**config.mk**
```make
export PLATFORM = sky130hd
export DESIGN_NAME = smi_stream_ctrl
export DESIGN_NICKNAME = d
export VERILOG_FILES = /design/src/rtl/smi_pkg.sv /design/src/rtl/smi_strobe_sync.sv /design/src/rtl/smi_stream_ctrl.sv
export SDC_FILE = /design/constraint.sdc
export NUM_CORES = 1
export LEC_CHECK = 0
export BUFFER_PORTS_ARGS = -buffer_cell sky130_fd_sc_hd__buf_4
export CORE_MARGIN = 4
export CORE_UTILIZATION = 45
export CTS_CLUSTER_SIZE = 10
export DETAILED_ROUTE_END_ITERATION = 10
export PLACE_DENSITY = 0.7
export SLEW_MARGIN = 40
export SYNTH_ARGS = -nofsm -noshare
export SYNTH_HDL_FRONTEND = slang
export SYNTH_SLANG_ARGS = --single-unit
export TNS_END_PERCENT = 10
```
**constraint.sdc**
```tcl
create_clock -name i_sys_clk -period 8.37 [get_ports i_sys_clk]
set_clock_uncertainty 0.15 [all_clocks]
set_input_delay 0 -clock i_sys_clk [delete_from_list [all_inputs] [get_ports i_sys_clk]]
set_output_delay 0 -clock i_sys_clk [all_outputs]
set_load 0.01 [all_outputs]
```
**src/rtl/smi_pkg.sv**
```systemverilog
// Shared constants for the SMI stream bridge: register map, status layout and TX framing states.
package smi_pkg;

  localparam logic [4:0] IOC_VERSION = 5'd0;
  localparam logic [4:0] IOC_STATUS  = 5'd1;
  localparam logic [4:0] IOC_CHANNEL = 5'd2;
  localparam logic [4:0] IOC_CTRL    = 5'd3;

  localparam logic [7:0] MODULE_VERSION    = 8'h02;
  localparam logic [7:0] TEST_SEED_DEFAULT = 8'h56;

  localparam int ST_EMPTY    = 0;
  localparam int ST_TX_FULL  = 1;
  localparam int ST_TEST     = 2;
  localparam int ST_RX_UDF   = 3;
  localparam int ST_TX_OVF   = 4;
  localparam int ST_SYNC_ERR = 5;

  localparam int CTRL_TEST = 0;
  localparam int CTRL_CLR  = 1;

  typedef enum logic {
    TX_HDR = 1'b0,
    TX_PAY = 1'b1
  } tx_state_t;

endpackage

```
**src/rtl/smi_strobe_sync.sv**
```systemverilog
// Two-flop synchroniser for an SMI strobe pad with a one-cycle falling-edge pulse.
module smi_strobe_sync (
  input  logic clk,
  input  logic rst,
  input  logic strobe,
  output logic fall
);

  logic [2:0] sync;

  always_ff @(posedge clk or posedge rst) begin
    if (rst) sync <= '0;
    else     sync <= {sync[1:0], strobe};
  end

  // Reset to low so a pad idling high after reset is seen as a rising edge, never a fall.
  assign fall = sync[2] & ~sync[1];

endmodule

```
**src/rtl/smi_stream_ctrl.sv**
```systemverilog
// SMI byte-stream bridge: serialises RX FIFO words onto SMI and deframes SMI bytes into TX words.
module smi_stream_ctrl
  import smi_pkg::*;
#(
  parameter int         DATA_W    = 32,
  parameter int         SMI_W     = 8,
  parameter int         N_CH      = 2,
  parameter logic [7:0] TEST_SEED = TEST_SEED_DEFAULT,
  localparam int        CH_W      = (N_CH > 1) ? $clog2(N_CH) : 1
) (
  input  logic                   i_sys_clk,
  input  logic                   i_rst,
  input  logic [4:0]             i_ioc,
  input  logic [7:0]             i_data_in,
  output logic [7:0]             o_data_out,
  input  logic                   i_cs,
  input  logic                   i_fetch_cmd,
  input  logic                   i_load_cmd,
  output logic [N_CH-1:0]        o_rx_fifo_pull,
  input  logic [N_CH*DATA_W-1:0] i_rx_fifo_pulled_data,
  input  logic [N_CH-1:0]        i_rx_fifo_empty,
  output logic                   o_tx_fifo_push,
  output logic [DATA_W-1:0]      o_tx_fifo_pushed_data,
  input  logic                   i_tx_fifo_full,
  input  logic                   i_smi_soe_se,
  input  logic                   i_smi_swe_srw,
  output logic [SMI_W-1:0]       o_smi_data_out,
  input  logic [SMI_W-1:0]       i_smi_data_in,
  output logic                   o_smi_read_req,
  output logic                   o_smi_write_req,
  output logic [CH_W-1:0]        o_channel,
  output logic                   o_cond_tx,
  output logic                   o_address_error
);

  localparam int              NB    = DATA_W / SMI_W;
  localparam int              CNT_W = (NB > 1) ? $clog2(NB) : 1;
  localparam logic [CNT_W-1:0] LAST = CNT_W'(NB - 1);

  logic soe_fire, swe_fire;
  logic test_mode, clr_sticky;
  logic rx_udf, tx_ovf, sync_err;
  logic rx_udf_set, tx_ovf_set, sync_set;
  logic [CH_W-1:0]   ch_pend;
  logic [CNT_W-1:0]  cnt, k;
  logic [DATA_W-1:0] hr, sr, tx_word;
  logic [7:0]        lfsr, status;
  logic active_empty, reg_access, ioc_known, do_fetch, do_load, ch_wr_bad;
  logic cond, tx_done;
  tx_state_t tx_state, tx_next;
  logic unused_ok;

  smi_strobe_sync u_soe_sync (.clk(i_sys_clk), .rst(i_rst), .strobe(i_smi_soe_se),  .fall(soe_fire));
  smi_strobe_sync u_swe_sync (.clk(i_sys_clk), .rst(i_rst), .strobe(i_smi_swe_srw), .fall(swe_fire));

  assign unused_ok    = &{1'b0, i_data_in};
  assign active_empty = i_rx_fifo_empty[o_channel];
  assign reg_access   = i_cs & (i_fetch_cmd | i_load_cmd);
  assign ioc_known    = (i_ioc <= IOC_CTRL);
  assign do_fetch     = i_cs & i_fetch_cmd;
  assign do_load      = i_cs & i_load_cmd & ~i_fetch_cmd;
  assign ch_wr_bad    = do_load & (i_ioc == IOC_CHANNEL) & (int'(i_data_in[CH_W-1:0]) >= N_CH);
  assign clr_sticky   = do_load & (i_ioc == IOC_CTRL) & i_data_in[CTRL_CLR];
  assign rx_udf_set   = soe_fire & ~test_mode & (cnt == LAST) & active_empty;
  assign tx_ovf_set   = tx_done & i_tx_fifo_full;
  assign tx_word      = (sr << SMI_W) | DATA_W'(i_smi_data_in);

  always_comb begin
    status                = '0;
    status[ST_EMPTY]      = active_empty;
    status[ST_TX_FULL]    = i_tx_fifo_full;
    status[ST_TEST]       = test_mode;
    status[ST_RX_UDF]     = rx_udf;
    status[ST_TX_OVF]     = tx_ovf;
    status[ST_SYNC_ERR]   = sync_err;
  end

  always_ff @(posedge i_sys_clk or posedge i_rst) begin
    if (i_rst) begin
      o_data_out      <= '0;
      o_address_error <= 1'b0;
      ch_pend         <= '0;
      test_mode       <= 1'b0;
    end else begin
      o_address_error <= (reg_access & ~ioc_known) | ch_wr_bad;
      if (do_fetch) begin
        case (i_ioc)
          IOC_VERSION: o_data_out <= MODULE_VERSION;
          IOC_STATUS:  o_data_out <= status;
          IOC_CHANNEL: o_data_out <= 8'(ch_pend);
          IOC_CTRL:    o_data_out <= {7'b0, test_mode};
          default:     o_data_out <= '0;
        endcase
      end else if (do_load) begin
        if (i_ioc == IOC_CHANNEL && !ch_wr_bad) ch_pend <= i_data_in[CH_W-1:0];
        if (i_ioc == IOC_CTRL) test_mode <= i_data_in[CTRL_TEST];
      end
    end
  end

  // Sticky flags: a set in the same cycle as a clear wins.
  always_ff @(posedge i_sys_clk or posedge i_rst) begin
    if (i_rst) begin
      rx_udf   <= 1'b0;
      tx_ovf   <= 1'b0;
      sync_err <= 1'b0;
    end else begin
      if (rx_udf_set)      rx_udf <= 1'b1;
      else if (clr_sticky) rx_udf <= 1'b0;
      if (tx_ovf_set)      tx_ovf <= 1'b1;
      else if (clr_sticky) tx_ovf <= 1'b0;
      if (sync_set)        sync_err <= 1'b1;
      else if (clr_sticky) sync_err <= 1'b0;
    end
  end

  // RX: HR shifts left one byte per read so the MSB byte is always at the top.
  always_ff @(posedge i_sys_clk or posedge i_rst) begin
    if (i_rst) begin
      cnt             <= '0;
      hr              <= '0;
      lfsr            <= TEST_SEED;
      o_smi_data_out  <= '0;
      o_rx_fifo_pull  <= '0;
      o_channel       <= '0;
      o_smi_read_req  <= 1'b0;
      o_smi_write_req <= 1'b0;
    end else begin
      o_rx_fifo_pull  <= '0;
      o_smi_read_req  <= ~active_empty | test_mode;
      o_smi_write_req <= ~i_tx_fifo_full;
      if (cnt == '0) o_channel <= ch_pend;
      if (soe_fire) begin
        if (test_mode) begin
          o_smi_data_out <= SMI_W'(lfsr);
          lfsr <= (lfsr == '0) ? TEST_SEED : {lfsr[2] ^ lfsr[3], lfsr[7:1]};
        end else begin
          o_smi_data_out <= hr[DATA_W-1 -: SMI_W];
          if (cnt == LAST) begin
            cnt <= '0;
            if (!active_empty) begin
              o_rx_fifo_pull[o_channel] <= 1'b1;
              hr <= i_rx_fifo_pulled_data[int'(o_channel)*DATA_W +: DATA_W];
            end else begin
              hr <= '0;
            end
          end else begin
            cnt <= cnt + 1'b1;
            hr  <= hr << SMI_W;
          end
        end
      end
    end
  end

  always_ff @(posedge i_sys_clk or posedge i_rst) begin
    if (i_rst) tx_state <= TX_HDR;
    else       tx_state <= tx_next;
  end

  always_comb begin
    tx_next  = tx_state;
    sync_set = 1'b0;
    tx_done  = 1'b0;
    case (tx_state)
      TX_HDR: if (swe_fire) begin
        if (i_smi_data_in[SMI_W-1]) tx_next  = TX_PAY;
        else                        sync_set = 1'b1;
      end
      TX_PAY: if (swe_fire && k == LAST) begin
        tx_done = 1'b1;
        tx_next = TX_HDR;
      end
      default: tx_next = TX_HDR;
    endcase
  end

  always_ff @(posedge i_sys_clk or posedge i_rst) begin
    if (i_rst) begin
      k                     <= '0;
      sr                    <= '0;
      cond                  <= 1'b0;
      o_tx_fifo_push        <= 1'b0;
      o_tx_fifo_pushed_data <= '0;
      o_cond_tx             <= 1'b0;
    end else begin
      o_tx_fifo_push <= 1'b0;
      if (swe_fire) begin
        if (tx_state == TX_HDR) begin
          if (i_smi_data_in[SMI_W-1]) begin
            cond <= i_smi_data_in[SMI_W-2];
            k    <= '0;
          end
        end else begin
          sr <= tx_word;
          k  <= k + 1'b1;
        end
      end
      if (tx_done && !i_tx_fifo_full) begin
        o_tx_fifo_push        <= 1'b1;
        o_tx_fifo_pushed_data <= tx_word;
        o_cond_tx             <= cond;
      end
    end
  end

endmodule

```
## Word level (Yosys, flattened, before mapping)

Index checks and enable logic that the tools add are counted.

- Eq/ne operators: 5
- Multiplexer cells: 30
- $add $sub $neg: 2
- $lt $le $gt $ge: 3
- Reductions and logical operators: 18
- Bitwise logic cells: 26
- Shift-type cells: 1

Operators with widths:

| cell | count |
|---|---|
| $mux 32 | 2 |
| $shiftx 64x7->32 | 1 |
| $or 32x8->32 | 1 |
| $pmux 6 s4 | 1 |
| $mux 1 | 16 |
| $mux 8 | 2 |
| $mux 2 | 7 |
| $and 1x1->1 | 13 |
| $eq 5x2->1 const B | 2 |
| $not 1->1 | 9 |
| $reduce_and 3->1 | 3 |
| $logic_not 8->1 | 1 |
| $reduce_and 2->1 | 4 |
| $reduce_bool 2->1 | 4 |
| $eq 5x1->1 const B | 1 |
| $le 5x2->1 const B | 1 |
| $logic_not 5->1 | 1 |
| $add 2x1->2 const B | 2 |
| $eq 2x2->1 const B | 2 |
| $logic_and 1x1->1 | 3 |
| $logic_not 2->1 | 1 |
| $lt 1x2->1 const B | 1 |
| $or 1x1->1 | 2 |
| $pmux 1 s2 | 1 |
| other kinds (4) | 4 |

- Output and inout bits: 56
- Logic and storage cells: 109
- Bits in registers: 137

## Longest topological paths before layout

Gate-level depths: netlist (run 1).

- Depth after elaboration: 8
- Gate-level depth with buffers: 6

## Modules after synthesis

From an unflattened synthesis (run 1), not the netlist that was laid out.

- Cell total of the unflattened synthesis: 468
- Area total of the unflattened synthesis: 5793.1 µm²

By module, submodules not included:

| module | area each (µm²) | sequential area each (µm²) | times used | cells an instance |
|---|---|---|---|---|
| smi_stream_ctrl | 5607.9 | 3233.1 | 1 | 458 |
| smi_strobe_sync | 92.6 | 75.1 | 2 | 5 |

## Worst setup path before layout (run 1)

OpenSTA, ideal clock, no wires.

- Path kind: reg2reg
- From: reg u_swe_sync.sync[1]
- To: reg o_tx_fifo_pushed_data[13]
- Setup time: 125 ps
- Setup slack: 6649 ps
- Cell stages (with the launch flop): 5
- Arrival: 1446 ps
- Path through: dfrtp_1 > nand3b_4 > nor3b_4 > buf_6 > mux2_2

- Longest elaborated chain between the ends: 6

Ends and longest elaborated chain:

| what | RTL line | RTL |
|---|---|---|
| from (decl) | smi_strobe_sync.sv:9 | `logic [2:0] sync;` |
| from (signal assigned) | smi_strobe_sync.sv:13 | `else sync <= {sync[1:0], strobe};` |
| $not 1->1 | smi_strobe_sync.sv:17 | `assign fall = sync[2] & ~sync[1];` |
| $and 1x1->1 | smi_strobe_sync.sv:17 |  |
| $logic_and 1x1->1 | smi_stream_ctrl.sv:170 | `TX_PAY: if (swe_fire && k == LAST) begin` |
| $mux 1 | smi_stream_ctrl.sv:170 |  |
| $mux 1 | smi_stream_ctrl.sv:165 | `case (tx_state)` |
| $logic_and 1x1->1 | smi_stream_ctrl.sv:199 | `if (tx_done && !i_tx_fifo_full) begin` |
| to (signal assigned) | smi_stream_ctrl.sv:201 | `o_tx_fifo_pushed_data <= tx_word;` |
| to (decl) | smi_stream_ctrl.sv:23 | `output logic [DATA_W-1:0] o_tx_fifo_pushed_data,` |

No other way between the ends.
A chain may end at the register's enable or synchronous reset.

## Worst setup path in the final report (run 1)

- From: in i_ioc[1]
- To: reg o_data_out[1]

- Longest elaborated chain between the ends: 2

Ends and longest elaborated chain:

| what | RTL line | RTL |
|---|---|---|
| from (decl) | smi_stream_ctrl.sv:13 | `input logic [4:0] i_ioc,` |
| $eq 5x2->1, or another cell as far along | smi_stream_ctrl.sv:87 | `case (i_ioc)` |
| $pmux 6 s4 (*) | smi_stream_ctrl.sv:87 |  |
| to (signal assigned) | smi_stream_ctrl.sv:89 | `IOC_STATUS: o_data_out <= status;` |
| to (signal assigned) | smi_stream_ctrl.sv:90 | `IOC_CHANNEL: o_data_out <= 8'(ch_pend);` |
| to (signal assigned) | smi_stream_ctrl.sv:91 | `IOC_CTRL: o_data_out <= {7'b0, test_mode};` |
| to (decl) | smi_stream_ctrl.sv:15 | `output logic [7:0] o_data_out,` |

Every way passes the cells marked *; elsewhere a longest branch is shown, timed or not.

==> results of run 1 <==
power groups by stage:
stage / sequential [mW] / combinational (mW) / clock [mW]
6_report: 1.04 / 0.673 / 0.719
5_1_grt: 1.08 / 0.741 / 0.760
4_1_cts: 1.05 / 0.676 / 0.730
3_5_place_dp: 1.05 / 0.596 / 0
3_3_place_gp: 1.04 / 0.576 / 0
2_1_floorplan: 1.04 / 0.324 / 0
state kept, by name, indices dropped and copies added, names as in the netlist, 3 cells and up:
signal	flops
o_smi_data_out	8
u_swe_sync.sync	3
o_data_out	6
u_soe_sync.sync	3
lfsr	8
hr	32
sr	24
o_tx_fifo_pushed_data	32
placed cells by master, fill, tap and decap left out, types with 3 or more instances in the layout:
cell           instances
ha_1                   3
nand3_1                3
a221oi_1              24
clkbuf_16             17
nand2_1               54
clkbuf_1               8
a22o_1                 6
clkbuf_8               3
dfstp_2                4
a21oi_1                3
mux2i_1               18
o21ai_0               70
mux2_2                61
inv_1                 10
dfrtp_1              131
buf_4                146
dlygate4sd3_1         96
area by class of cell:
class,instances,area share [%]
clock buffer,28,5.94
timing repair buffer,243,24.7
multi-input combinational,281,24.9
tap,168,2.52
clock inverter,4,0.868
inverter,11,0.554
sequential,135,40.5
routing by layer:
layer | vias up | track usage [%] | wire length, um
met5 | - | 0 | 0
met2 | 147 | 35.3 | 7420
met1 | 2217 | 24.7 | 5760
met3 | 33 | 4.85 | 711
met4 | 0 | 8.59 | 345
li1 | 2121 | - | -
worst paths after layout:
check	start	endpoint	depth (start not counted)
setup / recovery	i_ioc[1]	o_data_out[1]$_DFFE_PP0P_	8
min in group i_sys_clk	i_ioc[2]	o_data_out[0]$_DFFE_PP0P_	4
hold / removal	i_rst	hr[3]$_DFFE_PP0N_	3
setup reg to reg	cnt[0]$_DFFE_PP0N_	hr[23]$_DFFE_PP0N_	5
max in group asynchronous	i_rst	o_tx_fifo_pushed_data[11]$_DFFE_PP0P_	4
hold reg to reg	u_soe_sync.sync[0]$_DFF_PP0_	u_soe_sync.sync[1]$_DFF_PP0_	0
cells by family after synthesis:
logic type / after synthesis
other: 1
DFF: 135
muxes: 80
AOI/OAI and AO/OA: 113
buffers and inverters: 40
adders and majority gates: 4
and+or+nand+nor: 82
per-stage QoR:
stage	instance area (um2)	utilization [%]	std cells	hold WS, ns
after floorplan	5640	-	456	-0.119
after global placement	6820	56.1	742	-0.0872
after detailed placement	6820	56.1	742	-0.0761
after CTS	8350	68.7	870	0.00523
after global routing	8360	68.7	870	0.0267
final	8360	68.7	870	0.0267
critical path, cell delays in order:
cell           delay (ns)
dlygate4sd3_1        0.56
buf_4                0.15
nor4_1               0.30
dlygate4sd3_1        0.59
o21ai_0              0.07
dlygate4sd3_1        0.55
o21ai_0              0.16
dlygate4sd3_1        0.57
==> summary.txt, run 1 <==
Timing
  • Final Worst Setup Slack: 5.62 ns
  • Fin. max-slew vios: 0
  • Count of final setup violators: 0
  • Total negative slack: 0 ns
  • Fmax: about 0.36 GHz
  • Final period util: 32.8%
  • Final Hold Vio Count: 0
  • Minimum clock period after layout: 2.75 ns
  • Max transition margin: 48.0%
  • RSZ-0062 raised after global routing: no
  • Worst-Margin Slew: 0.779 ns

Finish
  • Final-layout fill cell count: 882
  • Ant diodes: 0
  • Area of the multi-input gates: between 0.002 and 0.0025 mm2
  • Seq. cell area: 0.00338 mm2
  • NumNets Final: 788
  • Area Growth Syn to Fin: 48.2%
  • Share of cells above drive strength 1: 34.8%

Clock tree
  • Postcts setup bufs: 0
  • CTS tree: yes
  • Clock slew at reported path FFs: 0.05 ns
  • CTS Buf Count: 17
  • Clk_lat worst skew: about 0.4 ns
  • Maximum buffer depth of the clock tree: 2
  • Cts hold-fix bufs: 96
  • Clk root buf: clkbuf_16
  • Clock sinks: 135
  • H-tree depth: 4
  • Post-CTS sizing: 0

Pwr
  • Clock power share: 29.5%
  • Reported net switching power: approximately 690 uW
  • Total Power: 2.44 mW
  • Power per cell area: 292 mW/mm2
  • Combinational power share: 27.6%
  • Internal cell power: 1.75 mW
  • Sw Share: around 28%
  • Peak VDD IR: about 0.16 mV
  • Reg power frac: 42.9%
  • Leak Pwr: 3.95 nW

Logic synthesis
  • FF+latch count, synth: 135
  • Main synth FF type: dfrtp_1
  • Post-synthesis adder-cell area fraction: 0.887%
  • Top post-synthesis cells by area: dfrtp_1, mux2_2, o21ai_0, a221oi_1, nand2_1
  • Cell variety after synth: 46
  • Main combinational cell family by area after synthesis: multiplexers
  • Syn. warnings: 0
  • Mapped Cells: 455
  • Synth top area share: between 50% and 60%
  • Commonest cells post-synth: dfrtp_1, o21ai_0, mux2_2
  • Count leader, synth: dfrtp_1
  • Seq/Total Area, Yosys: 60.0%
  • Cell taking the most area after synthesis: dfrtp_1
  • Post-synth EDFFs: 0
  • Compound-Gate Fraction of Synth Area: between 10% and 20%
  • Post-Synth XOR/XNOR Area: 0%
  • Multiplexer share of the synthesized area: 15.6%
  • Mapped Area: ~0.0056 mm2
  • Simple-gate area share of the yosys netlist: 7.39%
  • Mapped Avg Cell Area: 12.4 um2
  • Fraction of registers with async set/reset: 100%

Place
  • Pre-CTS setup slack: between 5 and 6 ns
  • Port bufs: 142
  • GPL Wtd Cong: roughly 0.84
  • Detailed placement HPWL: between 8 and 9 mm

Routing
  • Routed Wire Length: 14.2 mm
  • Initial drt markers: 296
  • # DRC: 0
  • DR WL/cell: ~16 um
  • First drt pass iteration count: 4
  • Via-per-instance ratio: 5.19
  • Via count: 4518
  • Post-route ant nets: 0

Die
  • Die W: 120 um
  • IO Pins: 151
  • Die height: 120 um
  • Core Rows: 40
  • Core ar.: 0.0122 mm2
  • Die Area: 0.0144 mm2
  • Initial Utilization: a little under half

Global routing
  • Gr ovfl total: 0
  • First-pass GRT wire length: roughly 24 mm
  • Initial antenna violation count: 0
  • Total Routing Usage GR: 20.5%
  • Number of global-route vias before repair: 4838
  • Maximum number of pins on one net before global-route repair: 84

Critical path
  • Worst path required time: around 8.6 ns
  • Crit path max fanout: 3
  • Crit end category: flop
  • Critical Path AT: 2.94 ns
  • WS Path Type: in2reg
  • Reg-to-reg slack, setup: 5.64 ns
  • Crit start category: input port

Outcome
  • Status: complete, no violations

Min path
  • Worst hold path type: in2async

Flow run
  • Max-cap violations: 0
Power figures use the tool's default switching activity.
==> run 2: changes to the inputs <==
- PLACE_DENSITY: 0.7 -> 0.73
- clock period: 8.37 -> 2.25 ns (I/O delays scaled with it)
==> run 2 against run 1 <==
Compared with the run above: register-to-register slack worse by 5.6 ns; clock-buffer cell count down 9; sequential power rose to 3.7 times the previous value; sequential share of layout area down 0.44 points; largest cell class unchanged; cell area up 1.1%; critical path depth down 2; first-iteration DRC count down 11%; cell count up 0.92%.
==> summary.txt, run 2 (synthesis results as in run 1) <==
Die
  • Die Area: 0.0144 mm2
  • Die W: 120 um
  • IO Pins: around 150
  • Die height: 120 um
  • Core ar.: around 0.012 mm2
  • Core Rows: 40
  • Initial Utilization: 46.4%

Global routing
  • First-pass GRT wire length: 25.0 mm
  • Maximum number of pins on one net before global-route repair: 79
  • Number of global-route vias before repair: 5024
  • Initial antenna violation count: 1
  • Total Routing Usage GR: 21.8%
  • Gr ovfl total: 0

Place
  • GPL Wtd Cong: 0.827
  • Pre-CTS setup slack: about 0.47 ns
  • Placed instance area: 0.00690 mm2
  • Port bufs: ~140
  • Placed Cells: ~750
  • Detailed placement HPWL: 8.96 mm

Pwr
  • Sw Share: between 30% and 40%
  • Reg power frac: between 40 and 50%
  • Power per cell area: about 1100 mW/mm2
  • Peak VDD IR: 0.564 mV
  • Internal cell power: 6.28 mW
  • Combinational power share: 28.1%
  • Leak Pwr: 3.93 nW
  • Total Power: approximately 9.0 mW
  • Clock power share: 29.1%
  • Reported net switching power: roughly 2.7 mW

Clock tree
  • Clock slew at reported path FFs: roughly 0.060 ns
  • CTS tree: yes
  • Maximum buffer depth of the clock tree: 2
  • Clock sinks: 135
  • CTS Buf Count: 17
  • Clk_lat worst skew: 0.41 ns
  • Clk root buf: clkbuf_16
  • H-tree depth: 4

Routing
  • Initial drt markers: 263
  • Via count: 4645
  • # DRC: 0
  • Routed Wire Length: 15.7 mm
  • First drt pass iteration count: 5
  • DR WL/cell: roughly 18 um
  • Post-route ant nets: 0
  • Via-per-instance ratio: about 5.3

Timing
  • Fin. max-slew vios: 0
  • Fmax: 0.451 GHz
  • Fin Hold WS: around 0.020 ns
  • Minimum clock period after layout: 2.22 ns
  • Total negative slack: 0 ns
  • Final Worst Setup Slack: 0.0341 ns
  • Count of final setup violators: 0
  • Max transition margin: 54.4%
  • RSZ-0062 raised after global routing: yes
  • Final period util: 98.5%
  • Final Hold Vio Count: 0
  • Worst-Margin Slew: 0.684 ns

Finish
  • NumNets Final: 795
  • Most common cell after layout, fill and taps aside: buf_4
  • Non-Filler Instances: 878
  • Cell area after layout: 0.00845 mm2
  • Share of cells above drive strength 1: a little under two fifths
  • Most frequent cells in the layout: buf_4, dfrtp_1, dlygate4sd3_1, o21ai_0, mux2_2
  • Area Growth Syn to Fin: 49.8%
  • Largest registers: hr x32, o_tx_fifo_pushed_data x32, sr x24
  • Core Util, Final: 69.5%

Critical path
  • Worst path required time: 2.39 ns
  • WS Path Type: in2reg
  • CP peak stage delay: 0.55 ns
  • Slowest cell on crit path: dlygate4sd3_1
  • Family with the most delay on the worst path: buffers and inverters
  • Critical Path AT: 2.36 ns
  • CP most frequent cell: dlygate4sd3_1
  • CP cell instances: dlygate4sd3_1 -> buf_4 -> or4b_1 -> nor4_2 -> mux2_2 -> dlygate4sd3_1
  • Crit end category: flop
  • Crit path max fanout: 3
  • Worst path bufs/invs: 3
  • Crit start category: input port

Min path
  • Worst hold path type: in2reg

Outcome
  • Status: complete, no violations

Flow run
  • Max-cap violations: 0
run 2: cell count changes in the layout (fill, tap and decap cells not counted), moves of 2 or more:
| cell | previous run | this run |
|---|---|---|
| clkbuf_1 | 8 | 1 |
| inv_6 | 1 | 4 |
| buf_4 | 146 | 152 |
| clkinvlp_4 | 1 | 6 |
| buf_12 | 0 | 3 |
| dlygate4sd3_1 | 96 | 93 |
| nor4_1 | 2 | 0 |
| clkinvlp_2 | 0 | 2 |
| clkinv_2 | 1 | 3 |
| clkbuf_8 | 3 | 1 |
run 2: power groups by stage:
stage / Clock, mW / Combinational, mW / Sequential, mW
after global routing: 2.79 / 2.76 / 3.98
after CTS: 2.65 / 2.48 / 3.86
after global placement: 0 / 2.20 / 3.83
after floorplan: 0 / 1.21 / 3.89
final: 2.62 / 2.54 / 3.86
after detailed placement: 0 / 2.29 / 3.89
run 2: final timing paths:
check / cells after the start / start / endpoint / slack (ns)
setup / recovery: 6 / i_ioc[1] / ch_pend$_DFFE_PP0P_ / 0.03
hold / removal: 3 / i_rx_fifo_empty[1] / o_smi_read_req$_DFF_PP0_ / 0.02
setup reg to reg: 4 / o_channel$_DFFE_PP0N_ / o_data_out[0]$_DFFE_PP0P_ / 0.07
hold reg to reg: 0 / u_soe_sync.sync[0]$_DFF_PP0_ / u_soe_sync.sync[1]$_DFF_PP0_ / 0.20
max in group asynchronous: 4 / i_rst / sr[12]$_DFFE_PP0P_ / 1.47
min in group asynchronous: 4 / i_rst / o_tx_fifo_push$_DFF_PP0_ / 0.10
run 2: timing repair:
| action | CTS | global route |
|---|---|---|
| hold endpoints to repair | 199 | 0 |
| hold buffers | 93 | 0 |
| buffers inserted | 0 | 2 |
| gates resized for setup | 0 | 5 |
| setup endpoints to repair | 0 | 5 |
run 2: final cells by class:
type	instances	area (um2)
repair buffers	248	2130
clock inverters	13	119
repair inverters	2	10.0
multi-input cells	281	2100
inverters	11	48.8
diodes	1	2.50
well taps	168	210
clock buffers	19	443
fillers	864	3710
flip-flops and latches	135	3380
run 2: layer usage:
| layer | part of all wire, % | vias up | GRT usage [%] |
|---|---|---|---|
| met4 | 3.1 | 0 | 8.38 |
| met1 | 40 | 2293 | 25.9 |
| met3 | 5.9 | 40 | 5.70 |
| met5 | 0 | - | 0 |
| li1 | - | 2128 | - |
| met2 | 51 | 184 | 37.9 |
run 2: tightest hold or removal path, cell delays in order:
cell and delay, ns:
buf_4 0.09, mux2i_1 0.14, or2_2 0.30
==> run 3: changes to the inputs <==
- CORE_MARGIN: 4 -> 3
==> run 3 against run 2 <==
Compared with the run above: the run now ends with setup timing left; register-to-register slack improved by 0.02 ns; first-iteration DRC count up 9.9%; critical path depth did not move; global-route usage grew 0.38 points; setup slack worse by 0.042 ns; cell area up 0.86%; die area fell by 3.3%; hold slack better by 0.062 ns; critical endpoint unchanged; largest cell class unchanged; highest routed layer unchanged.
==> summary.txt, run 3 (synthesis results as in run 1) <==
Clock tree
  • Clock slew at reported path FFs: 0.05 ns
  • Maximum buffer depth of the clock tree: 2
  • Clock sinks: 135
  • H-tree depth: 4
  • CTS Buf Count: 17
  • Clk root buf: clkbuf_16
  • Clk_lat worst skew: 0.41 ns
  • CTS tree: yes

Timing
  • Final Hold Vio Count: 0
  • Count of final setup violators: 1
  • Final Worst Setup Slack: -0.00756 ns
  • Max transition margin: 54.2%
  • Fin. max-slew vios: 0
  • Worst-Margin Slew: 0.687 ns
  • Total negative slack: -0.00756 ns
  • Fmax: 0.443 GHz
  • Fin Hold WS: 0.0825 ns
  • Final period util: 100%
  • Minimum clock period after layout: 2.26 ns

Pwr
  • Reported net switching power: roughly 2.7 mW
  • Power per cell area: 1080 mW/mm2
  • Reg power frac: 42.1%
  • Combinational power share: between 20 and 30%
  • Total Power: 9.19 mW
  • Sw Share: 28.9%
  • Clock power share: 29.5%
  • Leak Pwr: 4.01 nW
  • Peak VDD IR: 0.574 mV
  • Internal cell power: approximately 6.5 mW

Routing
  • # DRC: 0
  • Via count: 4645
  • DR WL/cell: 17.3 um
  • Via-per-instance ratio: roughly 5.3
  • Met2 wire len: 7.83 mm
  • Initial drt markers: 289
  • First drt pass iteration count: 4
  • Metal-1 WL: a little over 6 mm
  • Highest metal used: met4
  • Met3 Routed Length: about 730 um
  • Routed Wire Length: around 15 mm
  • Post-route ant nets: 0

Place
  • Port bufs: 142
  • Detailed placement HPWL: a little under 9 mm
  • GPL Wtd Cong: between 0.8 and 0.9
  • Placed instance area: 0.00689 mm2

Critical path
  • Reg-to-reg slack, setup: approximately 0.090 ns
  • Critical Path AT: 2.40 ns
  • RR Endpoint: hr[29]$_DFFE_PP0N_
  • WS Path Type: in2reg
  • Worst r2r path cells: 5
  • Crit end category: flop
  • Worst path required time: 2.39 ns
  • Crit path max fanout: 4
  • Crit start category: input port
  • R2r startpoint: cnt[1]$_DFFE_PP0N_

Global routing
  • Number of global-route vias before repair: 4993
  • Gr ovfl total: 0
  • Initial antenna violation count: 0
  • First-pass GRT wire length: 24.8 mm
  • Maximum number of pins on one net before global-route repair: 66
  • Total Routing Usage GR: 22.2%

Die
  • Die height: approximately 120 um
  • Core ar.: 0.0121 mm2
  • Die W: 118 um
  • IO Pins: 151
  • Die Area: roughly 0.014 mm2
  • Core Rows: 40
  • Initial Utilization: 46.6%

Min path
  • Hold Path Sink: o_data_out[4]$_DFFE_PP0P_
  • Worst hold path type: in2reg
  • Worst hold path startpoint: i_ioc[2]
  • Hold Path Stages: 4

Finish
  • NumNets Final: 797
  • Share of cells above drive strength 1: between 30% and 40%
  • Area Growth Syn to Fin: 51.1%
  • Cell area after layout: 0.00852 mm2
  • Most frequent cells in the layout: buf_4, dfrtp_1, dlygate4sd3_1, o21ai_0, mux2_2
  • Most common cell after layout, fill and taps aside: buf_4
  • Ant diodes: 0
  • Largest registers: hr x32, o_tx_fifo_pushed_data x32, sr x24
  • Core Util, Final: 70.4%

Flow run
  • Max-cap violations: 0

Outcome
  • Failing checks: setup timing
  • Status: finished with violations
run 3: cell types whose count changed in the layout (fill, tap and decap cells not counted), sizes merged:
cell | before | now
dlygate4sd3 | 93 | 98
clkbuf | 19 | 23
clkinvlp | 8 | 4
inv | 13 | 9
buf | 155 | 153
clkinv | 4 | 6
bufinv | 1 | 2
diode | 1 | 0
run 3: how the worst max path moves through the flow:
stage | start | end | depth (start not counted)
2_1_floorplan | i_rst | ch_pend$_DFFE_PP0P_ | 1
3_3_place_gp | u_soe_sync.sync[1]$_DFF_PP0_ | hr[4]$_DFFE_PP0N_ | 3
3_5_place_dp | lfsr[0]$_DFFE_PP0P_ | lfsr[2]$_DFFE_PP1P_ | 3
4_1_cts | i_ioc[4] | test_mode$_DFFE_PP0P_ | 7
5_1_grt | i_ioc[1] | o_data_out[1]$_DFFE_PP0P_ | 7
6_report | i_ioc[4] | ch_pend$_DFFE_PP0P_ | 6
run 3: power by group through the flow:
stage          Sequential [mW]  Combinational (mW)  Clock [mW]
2_1_floorplan             3.89                1.21           0
3_3_place_gp              3.83                2.19           0
3_5_place_dp              3.90                2.28           0
4_1_cts                   3.86                2.54        2.76
5_1_grt                   3.98                2.85        2.87
6_report                  3.86                2.61        2.71
run 3: repair_timing:
item / CTS / global route
resized for setup: 0 / 10
endpoints found under the setup margin: 0 / 21
hold endpoints to repair: 202 / 3
setup buffers: 0 / 1
hold buffers: 97 / 2
run 3: metrics by stage:
| step | setup WS [ns] | std cells |
|---|---|---|
| finish | -0.00756 | 879 |
| global route | -0.0229 | 879 |
| CTS | 0.00624 | 876 |
| detailed placement | 0.428 | 747 |
| global placement | 0.545 | 747 |
| floorplan | 0.424 | 456 |
run 3: worst max-delay path, cell delays in order:
cell           delay [ns]
dlygate4sd3_1        0.53
buf_4                0.16
or4b_1               0.53
nor4_2               0.26
mux2_2               0.36
dlygate4sd3_1        0.56
run 3: routing by layer:
layer / track usage, % / up-vias
li1: - / 2139
met1: 26.1 / 2297
met2: 37.8 / 162
met3: 5.53 / 47
met4: 11.5 / 0
met5: 0 / -
run 3: final cells by class:
class | count | area [um2]
repair inverters | 1 | 7.51
well taps | 168 | 210
clock buffers | 23 | 488
multi-input cells | 281 | 2120
repair buffers | 251 | 2170
flip-flops and latches | 135 | 3380
fillers | 892 | 3590
clock inverters | 9 | 97.6
inverters | 11 | 48.8
